`src/rtl/cu_pkg.sv`:
```
// cu_pkg: shared types and constants for the accumulator-machine control unit.
// Holds the FSM state enum and the 3-bit opcode encodings.
package cu_pkg;

  typedef enum logic [3:0] {
    FETCH1 = 4'd0,
    DECODE = 4'd1,
    SHIFT  = 4'd2,
    FETCH2 = 4'd3,
    MEMRD  = 4'd4,
    ALU    = 4'd5,
    WB     = 4'd6,
    MEMWR  = 4'd7,
    JUMP   = 4'd8
  } state_t;

  localparam logic [2:0] OP_LDA = 3'b000;
  localparam logic [2:0] OP_STA = 3'b001;
  localparam logic [2:0] OP_ADD = 3'b010;
  localparam logic [2:0] OP_AND = 3'b011;
  localparam logic [2:0] OP_JMP = 3'b100;
  localparam logic [2:0] OP_JZ  = 3'b101;
  localparam logic [2:0] OP_SHL = 3'b110;
  localparam logic [2:0] OP_SHR = 3'b111;

endpackage

```
`src/rtl/cu_decode.sv`:
```
// cu_decode: combinational opcode -> instruction-class decoder.
// The classes steer the FSM after DECODE / FETCH2 / MEMRD.
module cu_decode
  import cu_pkg::*;
(
  input  logic [2:0] opcode,
  output logic       isShift,
  output logic       isMemRead,
  output logic       isStore,
  output logic       isJump,
  output logic       isAlu
);

  // Classify the opcode; exactly one of shift/memread/store/jump is set.
  always_comb begin
    isShift   = 1'b0;
    isMemRead = 1'b0;
    isStore   = 1'b0;
    isJump    = 1'b0;
    isAlu     = 1'b0;
    case (opcode)
      OP_LDA:         isMemRead = 1'b1;
      OP_ADD, OP_AND: begin
        isMemRead = 1'b1;
        isAlu     = 1'b1;
      end
      OP_STA:         isStore = 1'b1;
      OP_JMP, OP_JZ:  isJump  = 1'b1;
      default:        isShift = 1'b1;
    endcase
  end

endmodule

```
`src/rtl/control_unit.sv`:
```
// control_unit: multicycle controller for the 8-bit accumulator datapath.
// Fetches one/two-byte instructions and sequences all datapath enables.
// Build option CU_MEM_WAIT_EN: when defined, memory states wait on memReady;
// when undefined, memReady is ignored and every memory access takes one cycle.
module control_unit
  import cu_pkg::*;
(
  input  logic       clk,
  input  logic       rst,
  input  logic [2:0] opcode,
  input  logic       zFlag,
  input  logic       memReady,
  output logic       pcEn,
  output logic       selAddress,
  output logic       selAddressAC,
  output logic       mr,
  output logic       mw,
  output logic       wordRegEn,
  output logic       DIEn,
  output logic       dataRegEn,
  output logic       resultRegEn,
  output logic       enb,
  output logic       LSEn,
  output logic       RSEn,
  output logic       selData,
  output logic       selALUsrc,
  output logic       CEn,
  output logic       ZEn,
  output logic       NEn,
  output logic       instrDone
);

  state_t state, next;
  logic   rdy;
  logic   isShift, isMemRead, isStore, isJump, isAlu;

`ifdef CU_MEM_WAIT_EN
  assign rdy = memReady;
`else
  // Memory is assumed single-cycle; the handshake input is left unused.
  logic unused_mem_ready;
  assign unused_mem_ready = memReady;
  assign rdy = 1'b1;
`endif

  cu_decode u_decode (
    .opcode    (opcode),
    .isShift   (isShift),
    .isMemRead (isMemRead),
    .isStore   (isStore),
    .isJump    (isJump),
    .isAlu     (isAlu)
  );

  // State register; reset returns to FETCH1 and abandons any instruction.
  always_ff @(posedge clk or posedge rst) begin
    if (rst) state <= FETCH1;
    else     state <= next;
  end

  // Next state and outputs; outputs are forced low while reset is held so
  // no PC/AC load can slip through after reset assertion.
  always_comb begin
    next         = state;
    pcEn         = 1'b0;
    selAddress   = 1'b0;
    selAddressAC = 1'b0;
    mr           = 1'b0;
    mw           = 1'b0;
    wordRegEn    = 1'b0;
    DIEn         = 1'b0;
    dataRegEn    = 1'b0;
    resultRegEn  = 1'b0;
    enb          = 1'b0;
    LSEn         = 1'b0;
    RSEn         = 1'b0;
    selData      = 1'b0;
    selALUsrc    = 1'b0;
    CEn          = 1'b0;
    ZEn          = 1'b0;
    NEn          = 1'b0;
    instrDone    = 1'b0;
    if (!rst) begin
      case (state)
        FETCH1: begin
          mr = 1'b1;
          if (rdy) begin
            wordRegEn = 1'b1;
            pcEn      = 1'b1;
            next      = DECODE;
          end
        end
        DECODE: begin
          DIEn = 1'b1;
          next = isShift ? SHIFT : FETCH2;
        end
        SHIFT: begin
          LSEn      = ~opcode[0];
          RSEn      = opcode[0];
          CEn       = 1'b1;
          ZEn       = 1'b1;
          NEn       = 1'b1;
          instrDone = 1'b1;
          next      = FETCH1;
        end
        FETCH2: begin
          mr = 1'b1;
          if (rdy) begin
            wordRegEn = 1'b1;
            pcEn      = 1'b1;
            if (isMemRead)    next = MEMRD;
            else if (isStore) next = MEMWR;
            else if (isJump)  next = JUMP;
            else              next = FETCH1;
          end
        end
        MEMRD: begin
          mr         = 1'b1;
          selAddress = 1'b1;
          if (rdy) begin
            dataRegEn = 1'b1;
            next      = isAlu ? ALU : WB;
          end
        end
        ALU: begin
          resultRegEn = 1'b1;
          selALUsrc   = opcode[0];
          next        = WB;
        end
        WB: begin
          enb       = 1'b1;
          ZEn       = 1'b1;
          NEn       = 1'b1;
          selData   = (opcode == OP_LDA);
          CEn       = (opcode == OP_ADD);
          instrDone = 1'b1;
          next      = FETCH1;
        end
        MEMWR: begin
          mw         = 1'b1;
          selAddress = 1'b1;
          if (rdy) begin
            instrDone = 1'b1;
            next      = FETCH1;
          end
        end
        JUMP: begin
          instrDone = 1'b1;
          // JMP (opcode[0]=0) always loads; JZ only when Z is set.
          if (!opcode[0] || zFlag) begin
            pcEn         = 1'b1;
            selAddressAC = 1'b1;
          end
          next = FETCH1;
        end
        default: next = FETCH1;
      endcase
    end
  end

endmodule

```
`config.mk`:
```
export PLATFORM = sky130hd
export DESIGN_NAME = control_unit
export DESIGN_NICKNAME = d
export VERILOG_FILES = /design/src/rtl/cu_pkg.sv /design/src/rtl/cu_decode.sv /design/src/rtl/control_unit.sv
export SDC_FILE = /design/constraint.sdc
export NUM_CORES = 1
export LEC_CHECK = 0
export CORE_MARGIN = 2
export CORE_UTILIZATION = 38
export CTS_CLUSTER_DIAMETER = 150
export DETAILED_ROUTE_END_ITERATION = 10
export PLACE_DENSITY = 0.78
export SETUP_SLACK_MARGIN = 0.3
export SLEW_MARGIN = 25
export SYNTH_ARGS = -nofsm -noshare
export SYNTH_HDL_FRONTEND = slang
export SYNTH_SLANG_ARGS = --single-unit
```
`constraint.sdc`:
```
create_clock -name clk -period 1.4 [get_ports clk]
set_clock_uncertainty 0.05 [all_clocks]
set_input_delay 0.14 -clock clk [delete_from_list [all_inputs] [get_ports clk]]
set_output_delay 0.14 -clock clk [all_outputs]
set_load 0.05 [all_outputs]
```
==> results of run 1 <==
kinds of logic after synthesis:
| family | share of synthesized area, % |
|---|---|
| AOI/OAI and AO/OA | 19.0 |
| xor gates and xnor gates | 3.26 |
| buffers and inverters | 13.8 |
| DFF | 20.1 |
| and+or+nand+nor | 43.9 |
per-stage QoR:
stage / hold WS, ns / util (%) / std cells / cell area [µm²] / worst slack, ns
3_5_place_dp: 0.621 / 96.9 / 128 / 1230 / -0.340
3_3_place_gp: 0.613 / 96.9 / 128 / 1230 / -0.259
2_1_floorplan: 0.0296 / - / 67 / 627 / -0.253
==> out/results.tsv, run 1 <==
metric	value	unit
Post-synth EDFFs	0	
Post-synth top cells	9 x nor2_1, 7 x nand2_1, 5 x a21oi_1	
Routability Congestion	0.921	
detailed placement HPWL	2090	µm
top-count cell post-synth	nor2_1	
clock root buffer	clkbuf_4	
Yosys top cell area share	20.1	%
Post-Synthesis Net Count	74	
ys async rst share	100	%
YS warnings	0	
cells after synthesis	67	
Seq cells post-synth	4	
maximum clock path buffer count	2	
Avg Inst Size Synth	7.45	µm²
number of buffer cells added on primary ports	23	
# Post-CTS Setup Buffers	4	
Die X	40.2	µm
largest cells by area after synthesis	dfrtp_1 20%, nor2_1 6.8%, buf_6 6.8%	
Initial Utilization	39.3	%
post-synth top area cell	dfrtp_1	
Hold Buf Count CTS	0	
post-CTS resize count	17	
num ports	25	
TritonCTS Buffers	3	
sequential cell area fraction in the yosys report	20.1	%
Num Clock Sinks	4	
top_reg_cell synth	dfrtp_1	
Run Error	[ERROR DPL-0038] Utilization greater than 100%, impossible to legalize	
Die Ht	40.2	µm
H-tree levels	1	
Distinct cells, synth	34	
status	stopped before the end	
# rows	13	
synthesized area	499	µm²
last step reached	clock tree synthesis	
==> run 2, diff against run 1 <==
--- a/config.mk
+++ b/config.mk
@@ -5,12 +5,10 @@
 export SDC_FILE = /design/constraint.sdc
 export NUM_CORES = 1
 export LEC_CHECK = 0
-export CORE_MARGIN = 2
-export CORE_UTILIZATION = 38
-export CTS_CLUSTER_DIAMETER = 150
+export CORE_AREA = 2 2 63 65
 export DETAILED_ROUTE_END_ITERATION = 10
-export PLACE_DENSITY = 0.78
-export SETUP_SLACK_MARGIN = 0.3
+export DIE_AREA = 0 0 65 67
+export PLACE_DENSITY_LB_ADDON = 0.15
 export SLEW_MARGIN = 25
 export SYNTH_ARGS = -nofsm -noshare
 export SYNTH_HDL_FRONTEND = slang
==> run 2 against run 1 <==
The flow now finishes, with violations (setup timing); synthesized area unchanged; synthesized cell count unchanged.
==> out/results.tsv, run 2 <==
metric	value	unit	change
most common cell after layout, fill and taps aside	buf_12		
largest net degree at the start of global routing	7		
share of cells above drive strength 1	75.2	%	
CP Capture Type	output port		
Worst Slack Setup Final	-0.276	ns	
critical path buffer and inverter count	1		
TritonCTS Buffers	3		unchanged
clock root buffer	clkbuf_8		was clkbuf_4
reg2reg path depth	6		
launching point of the worst reg2reg path	state[0]$_DFFE_PP0N_		
via count	688		
grt ovf	0		
CP max stage delay	0.43	ns	
Critical Path RT	1.21	ns	
top-count cell post-synth	nor2_1		unchanged
Metal-1 WL	769	µm	
sequential cell area fraction in the yosys report	20.1	%	unchanged
synthesized area	499	µm²	unchanged
status	finished with violations		was stopped before the end
global-route wire length before repair	3540	µm	
Finish-stage setup viols	19		
Min-Delay Path Class	in2async		
fin area	1530	µm²	
Yosys top cell area share	20.1	%	unchanged
max reg flops	4		
Final Hold Viols	0		
Worst EP arrival	1.49	ns	
Nets	133		
Max stage delay cell, worst path	dfrtp_2		
setup_tns	-3.09	ns	
number of buffer cells added on primary ports	23		unchanged
commonest non-fill, non-tap cells in the layout	20 x buf_12, 19 x buf_4, 15 x buf_6, 7 x nor2_4		
DR top layer	met3		
num ports	25		unchanged
DP Area	1240	µm²	was 1230 µm²
Die Ht	67	µm	was 40.2 µm
peak supply drop	0.758	mV	
crit-path cells	or2_4, nor2_4, and3_4, and2_4, buf_12		
Ant. Diodes	0		
post-synth top area cell	dfrtp_1		unchanged
Die Area	4360	µm²	
max-cap viol count	0		
pre-CTS WS	-0.315	ns	was -0.340 ns
maximum clock path buffer count	2		unchanged
CP top delay family	simple AND/OR/NAND/NOR gates		
Reg-to-Reg End	state[1]$_DFFE_PP0N_		
core area	3610	µm²	
final slew viol count	0		
WL final	1950	µm	
YS warnings	0		unchanged
met2 wire length	1130	µm	
Distinct cells, synth	34		unchanged
Leakage	0.000676	µW	
Biggest register	state		
Layout area overhead	207	%	
Post-synth EDFFs	0		unchanged
Seq cells post-synth	4		unchanged
initial drt markers	24		
fill cell count	374		
Avg Inst Size Synth	7.45	µm²	unchanged
top_reg_cell synth	dfrtp_1		unchanged
Post-Synthesis Net Count	74		unchanged
ANT nets after route	0		
largest cells by area after synthesis	dfrtp_1 20%, nor2_1 6.8%, buf_6 6.8%		unchanged
H-tree levels	1		unchanged
TritonRoute pass-1 iters	3		
Initial Utilization	13.8	%	was 39.3%
Die X	65	µm	was 40.2 µm
Worst-Skew Late Latency	0.21	ns	
pwr dens	1970	nW/µm²	
failing checks	setup timing		
# rows	22		was 13
classification of the worst setup path	reg2out		
Post-synth top cells	9 x nor2_1, 7 x nand2_1, 5 x a21oi_1		unchanged
initial antenna violation count	0		
cells after synthesis	67		unchanged
vias in the first global route	737		
biggest regs	state x4		
detailed placement HPWL	1490	µm	was 2090 µm
Worst-path clk slew	0.03	ns	
gr usage total	10.3	%	
Num Clock Sinks	4		unchanged
Routability Congestion	0.707		was 0.921
CP startpoint	state[3]$_DFFE_PP0N_		
Vias/cell	3.98		
Slew @ Worst Pin	0.343	ns	
RSZ-0062 raised after global routing	yes		
reg-to-reg setup timing slack	-0.05	ns	
DR WL/cell	11.3	µm	
fin crit period	1.68	ns	
ys async rst share	100	%	unchanged
DRC viols	0		
Slew HR	77.1	%	
Max Freq	597	MHz	
Routed met3 length	51	µm	
peak fanout along the critical path	4		
final worst-path cycle share	120	%	
TritonCTS clock tree	yes		
Worst setup SP type	flip-flop		
Util after Layout	42.5	%	
[run 2: cell counts after synthesis]
Identical to the previous run, type by type.
[run 2: layer usage]
metal | GRT usage [%] | vias to the layer above
li1 | - | 345
met1 | 11.7 | 330
met2 | 19.8 | 13
met3 | 1.35 | 0
met4 | 3.19 | 0
met5 | 0 | -
[run 2: repair_timing]
| action | in CTS | in global routing |
|---|---|---|
| endpoints found under the setup margin | 18 | 21 |
| hold buffers | 0 | 0 |
| resized for setup | 25 | 18 |
| buffers inserted | 9 | 6 |
| hold endpoints to repair | 0 | 0 |
| pin swaps | 7 | 14 |
[run 2: cell type report]
class                      count  area, µm²  area share, %
tap                           48       60.1           3.92
inverter                       4       22.5           1.47
multi-input combinational     53        524           34.2
timing repair buffer          60        778           50.7
sequential                     4        104           6.77
clock buffer                   4       45.0           2.94
[run 2: worst max path at each step]
stage | to | slack, ns | cells after the start
after floorplan | selData | -0.25 | 6
final | selALUsrc | -0.28 | 5
after detailed placement | selALUsrc | -0.32 | 6
after global routing | selALUsrc | -0.33 | 5
after CTS | selALUsrc | -0.28 | 5
after global placement | selALUsrc | -0.30 | 6
[run 2: power by group]
part	switching, µW	total, µW	internal [µW]
clock	57.1	251	194
combinational	1170	2500	1330
sequential	104	269	164
total	1330	3020	1690
[run 2: kinds of logic after synthesis]
logic type	Yosys count	synth area share (%)
AOI/OAI and AO/OA	14	19.0
xor gates and xnor gates	1	3.26
buffers and inverters	10	13.8
DFF	4	20.1
and+or+nand+nor	38	43.9
[run 2: through the flow]
step / power [µW] / hold WS [ns] / instances
6_report: 3020 / 0.216 / 173
5_1_grt: 3210 / 0.263 / 173
3_5_place_dp: 2200 / 0.543 / 158
3_3_place_gp: 2190 / 0.559 / 158
2_1_floorplan: 1310 / 0.0296 / 67
4_1_cts: 2880 / 0.213 / 171
[run 2: tightest hold or removal path, stage by stage]
cell           delay [ns]
dlygate4sd2_1        0.29
buf_4                0.17
inv_1                0.07
buf_4                0.13
Power figures use the tool's default switching activity.
==> run 3, diff against run 2 <==
--- a/config.mk
+++ b/config.mk
@@ -9,7 +9,9 @@
 export DETAILED_ROUTE_END_ITERATION = 10
 export DIE_AREA = 0 0 65 67
 export PLACE_DENSITY_LB_ADDON = 0.15
+export SETUP_SLACK_MARGIN = 0.15
 export SLEW_MARGIN = 25
 export SYNTH_ARGS = -nofsm -noshare
 export SYNTH_HDL_FRONTEND = slang
 export SYNTH_SLANG_ARGS = --single-unit
+export TNS_END_PERCENT = 1
==> run 3 against run 2 <==
The flow still finishes with violations (setup timing); non-clock buffer count fell by 11; final area fell by 16%; first-iteration DRC count fell by 42%; clock power fell by 5%; count of clock-buffer cells in the layout fell by 1; sequential power fell by 7.8%; critical path depth did not move; global-route usage fell by 1.4 points; fmax rose by 2.7%; via count fell by 5.8%.
==> out/results.tsv, run 3 (synthesis gave the netlist of run 2 again) <==
metric	value	unit	change
CP Capture Type	output port		unchanged
gr usage total	8.95	%	was 10.3%
num ports	25		unchanged
final hold slack	0.228	ns	was 0.216 ns
final worst-path cycle share	117	%	was 120%
# rows	22		unchanged
classification of the worst setup path	reg2out		unchanged
max reg flops	4		unchanged
launching point of the worst reg2reg path	state[1]$_DFFE_PP0N_		was state[0]$_DFFE_PP0N_
Worst setup SP type	flip-flop		unchanged
most common cell after layout, fill and taps aside	buf_4		was buf_12
fill cell count	370		was 374
via count	648		was 688
max-cap viol count	0		unchanged
failing checks	setup timing		unchanged
number of buffer cells added on primary ports	23		unchanged
crit-path cells	or2_4, nor2_4, and3_4, and2_4, buf_12		unchanged
Hold Buf Count CTS	0		unchanged
Die Ht	67	µm	unchanged
commonest non-fill, non-tap cells in the layout	21 x buf_4, 19 x buf_12, 7 x nand2_1, 5 x nor2_2		was 20 x buf_12, 19 x buf_4, 15 x buf_6, 7 x nor2_4
Worst-Skew Late Latency	0.22	ns	was 0.21 ns
DR WL/cell	10.6	µm	was 11.3 µm
Nets	122		was 133
Max Freq	613	MHz	was 597 MHz
pwr dens	1840	nW/µm²	was 1970 nW/µm²
TritonRoute pass-1 iters	4		was 3
WL final	1710	µm	was 1950 µm
Final Hold Viols	0		unchanged
Initial Utilization	13.8	%	unchanged
TritonCTS clock tree	yes		unchanged
detailed placement HPWL	1470	µm	was 1490 µm
Max stage delay cell, worst path	dfrtp_1		was dfrtp_2
RSZ-0062 raised after global routing	yes		unchanged
global-route wire length before repair	3080	µm	was 3540 µm
fin crit period	1.63	ns	was 1.68 ns
Finish-stage setup viols	16		was 19
TritonCTS Buffers	3		unchanged
Worst-path clk slew	0.03	ns	about the same
Routability Congestion	0.749		was 0.707
peak fanout along the critical path	3		was 4
Layout area overhead	157	%	was 207%
peak supply drop	0.870	mV	was 0.758 mV
grt ovf	0		unchanged
Ant. Diodes	0		unchanged
Biggest register	state		unchanged
H-tree levels	1		unchanged
Vias/cell	4.02		was 3.98
Critical Path RT	1.21	ns	about the same
status	finished with violations		unchanged
Die X	65	µm	unchanged
ANT nets after route	0		unchanged
Slew HR	80.6	%	was 77.1%
Die Area	4360	µm²	unchanged
maximum clock path buffer count	2		unchanged
CP max stage delay	0.41	ns	was 0.43 ns
initial drt markers	14		was 24
Num Clock Sinks	4		unchanged
final slew viol count	0		unchanged
biggest regs	state x4		unchanged
initial antenna violation count	0		unchanged
Slew @ Worst Pin	0.290	ns	was 0.343 ns
Multi-input gate area	427	µm²	was 524 µm²
core area	3610	µm²	unchanged
Leakage	0.000564	µW	was 0.000676 µW
fin area	1280	µm²	was 1530 µm²
largest net degree at the start of global routing	10		was 7
clock root buffer	clkbuf_8		unchanged
Worst EP arrival	1.44	ns	was 1.49 ns
DRC viols	0		unchanged
share of cells above drive strength 1	66.4	%	was 75.2%
Min-Delay Path Class	in2async		unchanged
FF/Latch Area	103	µm²	was 104 µm²
CP startpoint	state[3]$_DFFE_PP0N_		unchanged
vias in the first global route	688		was 737
DP Area	1170	µm²	was 1240 µm²
Worst Slack Setup Final	-0.232	ns	was -0.276 ns
## run 3: final timing paths
check | endpoint | slack (ns) | depth (start not counted)
worst min-delay path | state[1]$_DFFE_PP0N_ | 0.23 | 4
worst max-delay path | selALUsrc | -0.23 | 5
worst min register to register | state[2]$_DFFE_PP0N_ | 0.62 | 3
min in group clk | state[2]$_DFFE_PP0N_ | 0.50 | 4
max in group asynchronous | state[0]$_DFFE_PP0N_ | 0.96 | 4
worst max register to register | state[1]$_DFFE_PP0N_ | 0.02 | 5
## run 3: per-stage QoR
step / instances / util [%] / setup TNS [ns] / worst slack [ns] / power [µW]
after global routing: 161 / 35.6 / -4.02 / -0.301 / 2510
after CTS: 161 / 35.2 / -2.89 / -0.244 / 2360
after detailed placement: 157 / 32.5 / -3.82 / -0.290 / 1970
after floorplan: 67 / - / -2.23 / -0.258 / 1160
final: 161 / 35.6 / -2.64 / -0.232 / 2370
after global placement: 157 / 32.5 / -3.62 / -0.279 / 1970
## run 3: timing repair
item                       CTS  global route
setup endpoints to repair   22            22
resized for setup           14             3
pin swaps                    4             1
buffers inserted             1             0
## run 3: per-layer routing
metal | global-route usage [%] | vias to the layer above | part of all wire [%]
li1 | - | 320 | -
met1 | 10.9 | 303 | 44
met2 | 15.6 | 25 | 48
met3 | 2.70 | 0 | 8.4
met4 | 1.60 | 0 | 0
met5 | 0 | - | 0
## run 3: area by class of cell
cell class                      count  area share (%)
Timing Repair Buffer               49            49.2
Inverter                            4            1.75
Clock buffer                        3            3.21
Sequential cell                     4            7.98
Multi-Input combinational cell     53            33.2
Tap cell                           48            4.67
## run 3: worst max-delay path, delay by kind of cell, from the launching register on
family	cells	cell delay (ns)
buf+inv	1	0.13
flops	1	0.41
simple gates	4	0.69
## run 3: where the power goes
group | internal (µW) | total (µW) | switching (µW) | leakage [µW]
Combinational | 937 | 1880 | 943 | 0.000495
Sequential | 165 | 248 | 83.1 | 0.0000478
Clock | 183 | 238 | 55.4 | 0.0000216
